--- src/rtl/serial_add_sched.sv ---
// serial_add_sched: round-robin arbiter sharing one bit-serial adder among NREQ requesters,
// returning id-tagged sums (or a timeout error) over a single valid/ready response channel.
module serial_add_sched #(
   parameter int NREQ    = 4,
   parameter int WIDTH   = 8,
   parameter int TIMEOUT = 31,
   parameter int CW      = 5,
   parameter int IDW     = 2
) (
   input  logic                  clk,
   input  logic                  rst,
   input  logic [NREQ-1:0]       req_valid,
   output logic [NREQ-1:0]       req_ready,
   input  logic [NREQ*WIDTH-1:0] req_a,
   input  logic [NREQ*WIDTH-1:0] req_b,
   output logic                  rsp_valid,
   input  logic                  rsp_ready,
   output logic [IDW-1:0]        rsp_id,
   output logic [WIDTH-1:0]      rsp_sum,
   output logic                  rsp_err,
   output logic                  add_start,
   output logic [WIDTH-1:0]      add_a,
   output logic [WIDTH-1:0]      add_b,
   input  logic                  add_done,
   input  logic [WIDTH-1:0]      add_sum,
   output logic                  busy,
   output logic [7:0]            err_count
);
   typedef enum logic [1:0] {IDLE, LOAD, RUN, RESP} state_t;
   state_t state, state_nx;
   logic [IDW-1:0] ptr, grant;
   logic any;
   logic [CW-1:0] timer;
   logic timeout;

   assign timeout = timer == CW'(TIMEOUT);

   // Walk downward so the nearest requester after ptr is the last (winning) assignment.
   always_comb begin
      grant = '0;
      any = 1'b0;
      for (int i = NREQ; i >= 1; i--) begin
         if (req_valid[(int'(ptr) + i) % NREQ]) begin
            grant = IDW'((int'(ptr) + i) % NREQ);
            any = 1'b1;
         end
      end
   end

   always_ff @(posedge clk or posedge rst) begin
      if (rst) state <= IDLE;
      else state <= state_nx;
   end

   always_comb begin
      state_nx = state;
      case (state)
         IDLE: state_nx = any ? LOAD : IDLE;
         LOAD: state_nx = RUN;
         RUN:  state_nx = (add_done || timeout) ? RESP : RUN;
         RESP: state_nx = rsp_ready ? IDLE : RESP;
      endcase
   end

   // req_ready is masked during reset so every output reads 0 while rst is high.
   always_comb begin
      req_ready = (state == IDLE && any && !rst) ? NREQ'(1) << grant : '0;
      add_start = state == LOAD;
      rsp_valid = state == RESP;
      busy      = state != IDLE;
   end

   always_ff @(posedge clk or posedge rst) begin
      if (rst) begin
         ptr       <= IDW'(NREQ - 1);
         add_a     <= '0;
         add_b     <= '0;
         rsp_id    <= '0;
         rsp_sum   <= '0;
         rsp_err   <= 1'b0;
         err_count <= '0;
         timer     <= '0;
      end else begin
         case (state)
            IDLE: if (any) begin
               add_a  <= req_a[int'(grant)*WIDTH +: WIDTH];
               add_b  <= req_b[int'(grant)*WIDTH +: WIDTH];
               rsp_id <= grant;
            end
            LOAD: timer <= '0;
            RUN: begin
               timer <= timer + 1'b1;
               if (add_done) begin
                  rsp_sum <= add_sum;
                  rsp_err <= 1'b0;
               end else if (timeout) begin
                  rsp_sum   <= '0;
                  rsp_err   <= 1'b1;
                  err_count <= err_count + 8'(err_count != 8'hFF);
               end
            end
            RESP: if (rsp_ready) ptr <= rsp_id;
         endcase
      end
   end
endmodule

--- config.mk ---
export PLATFORM = sky130hd
export DESIGN_NAME = serial_add_sched
export DESIGN_NICKNAME = d
export VERILOG_FILES = /design/src/rtl/serial_add_sched.sv
export SDC_FILE = /design/constraint.sdc
export NUM_CORES = 1
export LEC_CHECK = 0
export CORE_AREA = 2 2 79 81
export DETAILED_ROUTE_END_ITERATION = 8
export DIE_AREA = 0 0 81 83
export PLACE_DENSITY = 0.88
export SYNTH_ARGS = -nofsm -noshare
export SYNTH_HDL_FRONTEND = slang
export SYNTH_SLANG_ARGS = --single-unit
--- constraint.sdc ---
create_clock -name clk -period 3.6 [get_ports clk]
set_input_delay 0.72 -clock clk [delete_from_list [all_inputs] [get_ports clk]]
set_output_delay 0.72 -clock clk [all_outputs]
set_load 0.02 [all_outputs]
## After elaboration in Yosys (flattened, before gate mapping)

Cells that the tools add are included.
W data, S select, Z words.

| cells by class | value |
|---|---|
| reductions and logical operators | 16 |
| bitwise gates (word level) | 5 |
| equal/unequal tests | 5 |
| shift operators | 3 |
| multiply operators | 0 |
| $lt $le $gt $ge | 4 |
| $add $sub $neg | 6 |
| div/mod/pow operators | 0 |
| mux-type cells | 30 |

Operator list:

| operator | number |
|---|---|
| $shiftx A32 B6 Y8 | 2 |
| $lt A3 B4 Y1 const B | 4 |
| $mux W1 | 16 |
| $mux W8 | 2 |
| $mux W2 | 5 |
| $pmux W5 S2 | 1 |
| $add A8 B1 Y8 | 1 |
| $bmux W1 S2 | 4 |
| $ne A8 B8 Y1 const B | 1 |
| $pmux W2 S4 | 1 |
| $reduce_or A2 Y1 | 4 |
| $reduce_and A2 Y1 | 3 |
| $reduce_bool A2 Y1 | 3 |
| $add A5 B1 Y5 const B | 1 |
| $eq A5 B5 Y1 const B | 1 |
| $add A2 B1 Y2 const B | 2 |
| $add A2 B2 Y2 const B | 2 |
| $and A1 B1 Y1 const A | 4 |
| $eq A2 B2 Y1 const B | 2 |
| $mux W4 | 1 |
| $shl A1 B2 Y4 const A | 1 |
| $reduce_and A3 Y1 | 1 |
| $eq A2 B1 Y1 const B | 1 |
| $logic_and A1 B1 Y1 | 2 |
| other kinds (4) | 4 |

| storage, ports and cells | value |
|---|---|
| output and inout port bits | 42 |
| latch bits | 0 |
| bits in writable memories | 0 |
| bits of input ports | 80 |
| bits in read-only memories | 0 |
| word-level logic and storage cells | 78 |
| bits in registers | 44 |
| memories kept | 0 |

## Depth between registers and ports, before layout

| depth | value |
|---|---|
| word-level depth | 13 |
| depth in mapped cells | 8 |
| depth with buffers taken out | 8 |

## Least setup slack after synthesis

OpenSTA, ideal clock, no wires.

| timing | value |
|---|---|
| path kind | in2out |
| start point | input rst |
| end point | output req_ready[0] |
| buffers on the path | 0 |
| setup slack | 0.804 ns |
| cell stages on the path | 2 |
| data arrival time | 2.076 ns |
| data required time | 2.880 ns |
| cell sequence | inv_1 > and3_1 |

| between the ends | value |
|---|---|
| cells in the longest elaborated chain, start to end | 3 |

Ends and longest elaborated chain:

| item | line | source |
|---|---|---|
| start: declaration | 11 | `input logic rst,` |
| $logic_not A1 Y1 (no line) | - |  |
| $logic_and A1 B1 Y1 | 67 | `req_ready = (state == IDLE && any && !rst) ? NREQ'(1) << grant : '0;` |
| $mux W4 | 67 |  |
| end: declaration | 13 | `output logic [NREQ-1:0] req_ready,` |

No other way between the ends.

## Worst setup path after layout

| timing | value |
|---|---|
| start point | input req_valid[1] |
| end point | output req_ready[2] |

| between the ends | value |
|---|---|
| cells in the longest elaborated chain, start to end | 10 |
| elaborated cells on any way between the ends | 24 |
| those cells by class | shift: 1; mux: 21; reduce/logical: 2 |

Ends and longest elaborated chain:

| item | line | source |
|---|---|---|
| start: declaration | 12 | `input logic [NREQ-1:0] req_valid,` |
| $bmux W1 S2 | 43 | `if (req_valid[(int'(ptr) + i) % NREQ]) begin` |
| $mux W1 (implied by the code) (2 in series) | 43 |  |
| $mux W1 (4 in series) | 43 |  |
| $logic_and A1 B1 Y1 (2 in series) | 67 |  |
| $mux W4 (*) | 67 |  |

Every way passes the cells marked *; elsewhere a longest branch is shown, timed or not. The select of a mux whose other input is x is not followed.

==> flow_summary.yaml <==
timing:
  tightest_slew_ns: 0.768
  hold_viol_final: 0
  fmax_ghz: 0.293
  report.final.slew_viol_count: 0
  setup_ws_ns: 0.186
  setup-tns-final_ns: 0
  relSlewSlack: 0.485
  setup_viol: 0
  final.period_utilization: 0.948
  period_minus_slack_ns: 3.41
  rsz0062_at_grt: "no"
  finClkSkew_ns: 0.00531
layout:
  drive_gt1_frac: 0.129
  postLayoutCoreUtil: 0.684
  antenna_cells: 0
  fillCellCount: 457
  layout.nets: 460
  syn_to_final_growth_pct: 57.3
  final_area_sq_um: 3980
clock_tree:
  cts_tree: "done"
  cts_made_buffers: 5
  cts-root-buf: "clkbuf_8"
  clk_latency_ns: 0.29
  cts_num_sinks: 44
  clockBufferDepth: 2
  clkTransAtPathRegs_ns: 0.08
  htreeDepth: 2
  post_cts_buffers: 0
placement:
  place_area_sq_um: 3890
  portBuffers: 121
  hpwl_um: 5600
  gp_congestion: 0.786
  dp_slack_ns: 0.0664
pwr:
  total_power_mw: 2.66
  max-vdd-ir-drop_mv: 0.417
  p_leak_nw: 1.71
  comb_power_share: 0.592
  clkPwrFrac: 0.111
  pwr-share-seq: 0.297
  internal-power_mw: 1.56
  power_density_nw_per_um2: 668
  swShare: 0.411
  switchingPower_mw: 1.09
detailed_routing:
  totalWireLength_um: 7210
  viasPerCell: 5.36
  first_pass_iters: 4
  wl_per_cell_um: 16.2
  routed-via-count: 2389
  ant_nets: 0
  drc: 0
  drtIter0Drc: 86
die:
  die_h_um: 83
  die_w_um: 81
  die-area_sq_um: 6720
  coreArea_sq_um: 5820
  rows: 28
  start_util: 0.435
  pin_count: 122
synthesis:
  yosys_most_used_dff: "dfrtp_1"
  yosysSeqAreaShare: 0.437
  avgSynthCellArea_sq_um: 10.7
  synth_nets: 326
  synth-edff-count: 0
  yosys_warnings: 0
  yosysUniqueCellTypes: 39
  syn-cell-area_sq_um: 2530
  async_reset_ff_frac: 1.00
  ys_seq_elements: 44
  synth_area_leaders: "dfrtp_1 (42%), a211oi_1 (7.4%), mux2i_1 (6.7%)"
  synth_top_area_share: 0.416
  yosysTopAreaCell: "dfrtp_1"
  syn_inst: 237
critical_path:
  worstRegToRegCells: 5
  criticalPathCategory: "input port to output pin"
  cp-end-kind: "output pin"
  arrival_ns: 2.69
  cp.required_ns: 2.88
  start_kind: "input port"
  worst-path-max-fanout: 4
min_path:
  hold_depth: 1
  hold_class: "flop to flop"
global_routing:
  antenna_found_initial: 0
  grt_pass1_wl_um: 11400
  grt_max_degree: 25
  grt_overflow: 0
  grt.total_usage: 0.215
  grt_pass1_vias: 2407
job:
  drv_cap: 0
status:
  status: "finished clean"
## sequential cells by signal (all words and copies together), names as in the netlist
name and cells:
add_a 8, add_b 8, err_count 8, rsp_sum 8
timer 5, ptr 2, rsp_id 2, state 2
rsp_err 1
## cell families after synthesis
family,after synthesis,share of synthesized area
muxes,20,0.0807
and+or+nand+nor,79,0.187
buffers and inverters,22,0.0475
xor gates and xnor gates,6,0.0208
DFF,44,0.437
adders and majority gates,9,0.0446
AOI/OAI and AO/OA,57,0.183
## cell usage after synthesis, drive strengths merged, types with 4 or more instances
cell     n
a22o     8
mux2i   17
and4    17
buf      4
nor2    25
o21ai   12
ha       9
clkbuf   9
nand3    6
nand2   11
inv      9
dfrtp   42
a211oi  32
and3     4
## metrics by stage
step,hold slack [ns],cells
finish,0.494,446
global route,0.509,446
CTS,0.496,446
detailed placement,0.481,439
global placement,0.469,439
floorplan,0.444,237
## power groups by stage
stage	Sequential (mW)	Combinational, mW	Clock (mW)
floorplan	0.959	0.780	0
global placement	0.791	1.54	0
detailed placement	0.793	1.58	0
CTS	0.790	1.58	0.308
global route	0.814	1.69	0.324
finish	0.789	1.57	0.295
## cell type report
type,count,area (sq um),area share
clock buffer,5,68.8,0.0173
tap,75,93.8,0.0236
inverter,9,33.8,0.00850
sequential,44,1100,0.278
multi-input combinational,171,1300,0.328
clock inverter,2,12.5,0.00315
timing repair buffer,140,1360,0.342
## worst paths after layout
path	from	endpoint	slack, ns
setup reg to reg	timer[0]	state[0]	1.65
setup / recovery	req_valid[1]	req_ready[2]	0.19
max in group asynchronous	rst	ptr[0]	2.23
hold reg to reg	timer[3]	timer[3]	0.49
min in group asynchronous	rst	err_count[2]	0.73
hold / removal	timer[3]	timer[3]	0.49
## routing by layer
layer  GRT usage  up-vias  part of all wire
met2       0.354       91              0.49
li1            -     1150                 -
met1       0.277     1138              0.42
met5           0        -                 0
met3      0.0457       10             0.076
met4      0.0724        0             0.019
## worst max-delay path: stages
cell and delay [ns]:
clkdlybuf4s50_1 0.43, buf_4 0.16, and2b_1 0.18, o21ai_4 0.19, nand3_2 0.13, nor3_1 0.20, clkdlybuf4s50_1 0.67
## what timing repair did
item | CTS | global route
hold buffers | 0 | 0
gates resized for setup | 0 | 2
endpoints found under the hold margin | 0 | 0
setup endpoints to repair | 0 | 2
## cell usage in the layout (no fill, tap or decap), types with 2 or more instances in the layout
cell type	count
and4_1	17
and2b_1	3
o21ai_4	2
nor2b_1	2
dfstp_2	2
nand4_1	3
mux2i_1	17
nor3_1	2
nor2_1	25
ha_1	9
mux2_2	3
a211oi_1	25
buf_4	19
dlymetal6s2s_1	2
a22o_1	8
inv_1	8
o21ai_0	7
and3_1	3
o21ai_1	3
xor2_1	3
a21oi_1	2
clkdlybuf4s50_1	119
a211oi_2	7
clkbuf_8	5
dfrtp_1	42
xnor2_1	3
or2_2	2
nand2_1	10
nand3_1	5
Power figures use the tool's default switching activity.
